==> config.mk <==
export PLATFORM = sky130hd
export DESIGN_NAME = rvc_fetch_align
export DESIGN_NICKNAME = d
export VERILOG_FILES = /design/src/rtl/rvc_fetch_align.sv
export SDC_FILE = /design/constraint.sdc
export NUM_CORES = 1
export LEC_CHECK = 0
export ABC_AREA = 1
export CAP_MARGIN = 15
export CELL_PAD_IN_SITES_DETAIL_PLACEMENT = 0
export CELL_PAD_IN_SITES_GLOBAL_PLACEMENT = 1
export CORE_MARGIN = 2
export CORE_UTILIZATION = 30
export DETAILED_ROUTE_END_ITERATION = 7
export PLACE_DENSITY = 0.73
export SLEW_MARGIN = 5
export SYNTH_ARGS = -nofsm -noshare
export SYNTH_HDL_FRONTEND = slang
export SYNTH_SLANG_ARGS = --single-unit
==> constraint.sdc <==
create_clock -name clk -period 3.4 [get_ports clk]
set_clock_uncertainty 0.2 [all_clocks]
set_input_delay 0.51 -clock clk [delete_from_list [all_inputs] [get_ports clk]]
set_output_delay 0.51 -clock clk [all_outputs]
set_load 0.01 [all_outputs]
==> src/rtl/rvc_fetch_align.sv <==
`default_nettype none
// ============================================================================
// Module      : rvc_fetch_align
// Description : Fetch alignment buffer. Splits 32-bit fetch words into a
//               4-slot halfword queue and emits one aligned 16/32-bit
//               instruction per handshake. Compressed support under RVC_EN.
// Revision    : 1.0 - initial release
// ============================================================================
module rvc_fetch_align #(
    parameter logic [31:0] RESET_PC = 32'h0000_0000
) (
    input  logic        clk,
    input  logic        rst,
    input  logic        flush,
    input  logic [31:0] flush_pc,
    input  logic        word_valid,
    output logic        word_ready,
    input  logic [31:0] word_data,
    input  logic [31:0] word_pc,
    output logic        inst_valid,
    input  logic        inst_ready,
    output logic [31:0] inst_data,
    output logic [31:0] inst_pc,
    output logic        inst_is_c
);

    logic [15:0] r_slot [4];
    logic [2:0]  r_count;
    logic [31:0] r_head_pc;
    logic        r_drop_half;

    logic        w_head_c;
    logic        w_push;
    logic        w_pop;
    logic [2:0]  w_push_len;
    logic [2:0]  w_pop_len;
    logic [2:0]  w_base;
    logic [2:0]  w_count_next;
    logic [15:0] w_slot_next [4];
    logic        w_unused;

`ifdef RVC_EN
    assign w_head_c = (r_slot[0][1:0] != 2'b11);
`else
    assign w_head_c = 1'b0;
`endif

    // Outputs come only from registered state; a push never touches slot 0/1
    // of a waiting head, so a stalled instruction holds stable.
    assign inst_valid = w_head_c ? (r_count >= 3'd1) : (r_count >= 3'd2);
    assign inst_data  = w_head_c ? {16'h0000, r_slot[0]} : {r_slot[1], r_slot[0]};
    assign inst_pc    = r_head_pc;
    assign inst_is_c  = w_head_c && (r_count != 3'd0);

    assign word_ready = !rst && !flush && (r_count <= 3'd2);

    assign w_push       = word_valid && word_ready;
    assign w_pop        = inst_valid && inst_ready;
    assign w_pop_len    = !w_pop  ? 3'd0 : (w_head_c    ? 3'd1 : 3'd2);
    assign w_push_len   = !w_push ? 3'd0 : (r_drop_half ? 3'd1 : 3'd2);
    assign w_base       = r_count - w_pop_len;
    assign w_count_next = r_count + w_push_len - w_pop_len;

    assign w_unused = ^{word_pc, flush_pc[0]};

    // Shift out popped halfwords, then append the new ones behind the survivors.
    always_comb begin
        logic [2:0] w_src;
        w_src = 3'd0;
        for (int i = 0; i < 4; i++) begin
            w_slot_next[i] = 16'h0000;
            w_src          = 3'(i) + w_pop_len;
            if (w_src < 3'd4) begin
                w_slot_next[i] = r_slot[w_src[1:0]];
            end
            if (w_push) begin
                if (r_drop_half) begin
                    if (3'(i) == w_base) begin
                        w_slot_next[i] = word_data[31:16];
                    end
                end else begin
                    if (3'(i) == w_base) begin
                        w_slot_next[i] = word_data[15:0];
                    end
                    if (3'(i) == w_base + 3'd1) begin
                        w_slot_next[i] = word_data[31:16];
                    end
                end
            end
        end
    end

    always_ff @(posedge clk) begin
        if (rst) begin
            r_count     <= 3'd0;
            r_head_pc   <= RESET_PC;
            r_drop_half <= 1'b0;
            for (int i = 0; i < 4; i++) begin
                r_slot[i] <= 16'h0000;
            end
        end else if (flush) begin
            r_count   <= 3'd0;
            r_head_pc <= {flush_pc[31:1], 1'b0};
`ifdef RVC_EN
            r_drop_half <= flush_pc[1];
`else
            r_drop_half <= 1'b0;
`endif
        end else begin
            r_count   <= w_count_next;
            r_head_pc <= r_head_pc + {28'd0, w_pop_len, 1'b0};
            for (int i = 0; i < 4; i++) begin
                r_slot[i] <= w_slot_next[i];
            end
            if (w_push) begin
                r_drop_half <= 1'b0;
            end
        end
    end

endmodule
`default_nettype wire

==> run metrics, run 1 <==
CTS sink count=97; actual slew at the worst max-slew pin=689 ps; WHS=287 ps; initial antenna violation count=0; Yosys warnings=0; worst r2r dst=r_slot[3][14]; Worst R2R Start=r_count[2]; Wirelength per Cell=14.3 µm; post-cts sizing count=0; antenna viol nets, final=0; final period utilization=0.776; Max stage delay on crit path=420 ps; largest net degree at the start of global routing=65; post-synthesis register bit count=97; R2R setup slack=760 ps; Final setup viols=0; gr usage total=0.164; power per cell area=about 420 nW/µm²; CP max stage cell=dfxtp_1; Pre-antenna DRT Iters=5; status=finished clean; grt met2 use=0.252; TritonCTS clock tree=yes; Via-to-Cell Ratio=between 4 and 5; Die Y=138 µm; switching power=0.824 mW; placed cells=approximately 1,000; HPWL Detailed=10,000 µm; Comb power frac=0.165; critical-path maximum fanout=33; H-tree Lvls=3; share of post-route cells with drive strength above 1=0.0563; Synth Cell Area=about 5400 µm²; total core area=17,400 µm²; Leak=between 2 and 3 nW; top post-synthesis cells by area=edfxtp_1 (36%), nand2_1 (15%), dfxtp_1 (12%); initial drt markers=240; Synth top area share=0.357; die width=138 µm; Max transition margin=0.540; CP Capture Type=register; total power=3.00 mW; Inserted Clock Buffers=9; Clock Power Share=0.367; fmax=379 MHz; RSZ-0062 raised after global routing=no; Req. time, crit path=3320 ps; final hold violation count=0; drt drc=0; CP arrival=2550 ps; leading area contributor after synthesis=edfxtp_1; initial core utilization=0.309; met1 usage=0.231; Setup Buffers After CTS=0; VDD IR-drop max=about 0.23 mV; Clock Tree Root=clkbuf_16; first-pass GRT wire length=around 24,000 µm; Critical Path Start=r_count[2]; minimum clock period=2640 ps; P&R area growth vs syn=33.7%; # IOs=168; final std cells w/o fill=approximately 1,100; GR Util met3=0.0270; Clock Tree Buf Depth=2; overall die area=approximately 19,000 µm²; crit-path cells=inv_1 > nand2_1 > nand2_2 > inv_2 > ha_1 > nor2_4 > nand2_4 > clkinv_4 > a21oi_1 > nor2_1; grt ovf=0; syn_area_per_cell=7.53 µm²; sequential share of power=0.468; reg2reg path depth=10; number of inserted diodes=0; Hold Path Stages=1; DRT Wirelength=15,100 µm; routed via count=~5,000; crit start category=register; fillers=1,815; Pins Over Slew Limit=0; vias in the first global route=~4,700; sequential-to-total area share from yosys stat=0.480; Synth cell types=32; routability cong.=0.757; clock-pin slew on the worst setup and hold paths=80 ps; Post-Syn Instances=714; clock latency on the worst-skew pair=about 360 ps; switching share of power=0.275; Max Cap Violations=0; kind of critical path=reg2reg; CTS Hold Bufs=0; Cell Rows=48; NumNets Final=937; setup TNS=0 ps; GR peak layer=met2; PortBufs=132; Critical Path Sink=r_slot[3][14]; HP Class=reg2reg; cell-internal power=2.18 mW
[Yosys cell counts, drive strengths merged]
library cell / count
nand2: 220
nor2: 132
edfxtp: 64
nand3: 57
inv: 50
o21ai: 49
a21oi: 38
dfxtp: 33
buf: 29
nand4: 13
clkbuf: 8
ha: 5
or2: 4
a22o: 3
a32o: 1
and2: 1
clkinv: 1
conb: 1
fa: 1
nor3: 1
o21bai: 1
o31ai: 1
xor2: 1
[flip-flops by register name, indices dropped and copies added (netlist names)]
signal,count
inst_pc,31
r_count,2
r_slot,64
[cell type report]
class / instances / area [µm²] / share of cell area
Timing Repair Buffer: 141 / 1430 / 0.199
Tap cell: 225 / 282 / 0.0392
Sequential cell: 97 / 2580 / 0.359
Multi-Input combinational cell: 530 / 2390 / 0.332
Inverter: 51 / 196 / 0.0273
Clock buffer: 9 / 225 / 0.0313
Clock inverter: 7 / 86.3 / 0.0120
[power by group through the flow]
stage	sequential (mW)	combinational (mW)	clock, mW
6_report	1.41	0.495	1.10
3_5_place_dp	1.43	0.499	0
3_3_place_gp	1.43	0.498	0
2_1_floorplan	1.44	0.226	0
5_1_grt	1.42	0.551	1.18
4_1_cts	1.41	0.502	1.13
[metrics by stage]
stage          worst slack (ps)   util  area (µm²)
2_1_floorplan               681      -        5380
3_3_place_gp                415  0.395        6870
3_5_place_dp                361  0.395        6870
4_1_cts                     735  0.413        7190
5_1_grt                     529  0.413        7190
6_report                    762  0.413        7190
[worst min-delay path by stage]
stage          startpoint    endpoint  slack (ps)
2_1_floorplan  inst_pc[1]  inst_pc[1]         320
3_3_place_gp   inst_pc[1]  inst_pc[1]         270
3_5_place_dp   inst_pc[1]  inst_pc[1]         280
4_1_cts        inst_pc[1]  inst_pc[1]         290
5_1_grt        inst_pc[1]  inst_pc[1]         320
6_report       inst_pc[1]  inst_pc[1]         290
[critical path, delay by kind of cell, from the launching register on]
family,cells,cell delay (ps)
simple gates,5,720
buf+inv,3,570
flops,1,420
compound gates,1,240
fa+ha+maj,1,210
[cell usage in the layout, fill, tap and decap left out, types with 2 or more instances in the layout]
master	instances
edfxtp_1	64
buf_4	6
a22o_1	3
clkbuf_16	9
o21ai_1	21
a21oi_1	38
dfxtp_1	33
nand2_4	3
or2_2	4
clkinv_4	3
nand2_1	215
nor2_1	124
inv_8	2
inv_2	4
nand3_1	57
nor2_2	2
nand4_1	13
o21ai_0	28
buf_12	3
clkdlybuf4s50_1	132
inv_1	46
nand2_2	2
conb_1	2
ha_1	5
nor2_4	6
[metal layers]
layer	up-vias	wire length [µm]
met5	-	0
met4	0	223
met3	11	695
met2	120	6710
met1	2265	7500
li1	2557	-
[cell families after synthesis]
family | share of synthesized area
simple gates | 0.333
fa+ha+maj | 0.0154
compound gates | 0.0905
buf+inv | 0.0787
other cells | 0.000697
xor+xnor | 0.00163
flops | 0.480
Note: power is estimated with default switching activity, not from simulation.
==> inputs of run 2 (changes only) <==
PLACE_DENSITY = 0.76   (was 0.73)
clock period = 2.2 ns   (was 3.4 ns; I/O delays follow)
==> run 2 against run 1 <==
  * Non-clock buffer count rose by 32
  * Core utilization rose by 2.0 points
  * Sequential cell count is the same
==> run metrics, run 2 (synthesis gave the netlist of run 1 again) <==
register bank with the most flops=r_slot; share of post-route cells with drive strength above 1=0.0980 (+0.0418); CP Capture Type=register; largest net degree at the start of global routing=65 (unchanged); TritonCTS clock tree=yes; clock latency on the worst-skew pair=350 ps (about the same); clock-pin slew on the worst setup and hold paths=70 ps (about the same); Pins Over Slew Limit=0 (unchanged); fmax=481 MHz (+27%); routability cong.=0.786 (+3.9%); grt ovf=0 (unchanged); HPWL Detailed=10,200 µm (+2.1%); kind of critical path=reg2reg; CP arrival=1990 ps (-560 ps); DP Area=7170 µm² (+4.4%); WHS=298 ps (+11.1 ps); initial drt markers=334 (+39%); initial antenna violation count=0 (unchanged); DRT Wirelength=14,900 µm (-1.5%); max reg flops=64 (unchanged); NumNets Final=969 (+3.4%); drt drc=0 (unchanged); total power=4.49 mW (+49%); overall die area=19,000 µm² (unchanged); die width=138 µm (unchanged); initial core utilization=0.309 (unchanged); R2R setup slack=120 ps (-640 ps); Via-to-Cell Ratio=4.58 (-2.0%); total core area=17,400 µm² (unchanged); # IOs=168 (unchanged); most common cell after layout, fill and taps aside=nand2_1; CTS sink count=97 (unchanged); placed cells=1,071 (+2.6%); Wirelength per Cell=13.7 µm (-4.3%); Final setup viols=0 (unchanged); power per cell area=596 nW/µm² (+43%); Max Cap Violations=0 (unchanged); Leak=3.18 nW (+6.2%); critical-path maximum fanout=18 (-45%); routed via count=5,001 (+0.97%); Clock Tree Buf Depth=2 (unchanged); number of inserted diodes=0 (unchanged); vias in the first global route=4,658 (-0.15%); Inserted Clock Buffers=9 (unchanged); final hold violation count=0 (unchanged); HP Class=reg2reg; VDD IR-drop max=0.401 mV (+77%); first-pass GRT wire length=23,700 µm (-2.2%); gr usage total=0.161 (-0.00288); Cell Rows=48 (unchanged); final std cells w/o fill=1,092 (+3.0%); Req. time, crit path=2110 ps (-1210 ps); P&R area growth vs syn=40.0%; PortBufs=132 (unchanged); Final Cell Area=7530 µm² (+4.8%); Die Y=138 µm (unchanged); CTS Hold Bufs=0 (unchanged); antenna viol nets, final=0 (unchanged); minimum clock period=2080 ps (-557 ps); final period utilization=0.946 (+0.170); RSZ-0062 raised after global routing=yes; Clock Tree Root=clkbuf_16; H-tree Lvls=3 (unchanged); Pre-antenna DRT Iters=4 (-1); most frequent cells in the layout=nand2_1 (211), clkdlybuf4s50_1 (130), nor2_1 (122); status=finished clean; Max transition margin=0.550 (+0.00976); actual slew at the worst max-slew pin=675 ps (-14.6 ps); crit start category=register
## run 2: layout make-up
| type | count | area (µm²) |
|---|---|---|
| Sequential cell | 97 | 2580 |
| Fill cell | 1830 | 9890 |
| Timing Repair Buffer | 173 | 1760 |
| Multi-Input combinational cell | 530 | 2440 |
| Clock inverter | 5 | 31.3 |
| Inverter | 51 | 203 |
| Tap cell | 225 | 282 |
| Clock buffer | 11 | 233 |
## run 2: per-layer routing
| layer | vias to the layer above | routed length [µm] | GRT usage |
|---|---|---|---|
| met2 | 123 | 6650 | 0.244 |
| met4 | 0 | 222 | 0.0561 |
| met5 | - | 0 | 0 |
| met3 | 14 | 821 | 0.0278 |
| met1 | 2247 | 7210 | 0.231 |
| li1 | 2617 | - | - |
## run 2: final timing paths
check	to	startpoint	cells after the start
max	r_slot[3][4]	r_count[2]	12
min	inst_pc[1]	inst_pc[1]	1
max reg2reg	r_slot[3][4]	r_count[2]	12
min reg2reg	inst_pc[1]	inst_pc[1]	1
## run 2: report_power, final
part | internal, mW | switching, mW
clock network | 0.767 | 0.728
logic | 0.424 | 0.396
registers | 2.08 | 0.0949
total | 3.27 | 1.22
## run 2: per-stage QoR
stage                util  setup WS, ps  TNS (ps)
finish              0.432           120         0
global route        0.432         -15.7     -33.1
CTS                 0.427          5.55         0
detailed placement  0.412          -258    -11350
global placement    0.412          -254    -11480
floorplan               -          38.5         0
## run 2: timing repair
item | 4_1_cts | 5_1_grt
setup endpoints to repair | 3 | 62
endpoints found under the hold margin | 0 | 0
gates resized for setup | 2 | 17
pin swaps | 0 | 6
setup buffers | 0 | 5
## run 2: worst max-delay path, stage by stage (launching register included)
cell      delay (ps)
dfxtp_2          330
inv_1             60
nand2_2           90
nand2_4           90
inv_4             50
buf_4            140
ha_1             270
inv_1             60
nand2_4          110
clkinv_4          80
buf_12           150
a21oi_1          130
nor2_1            60
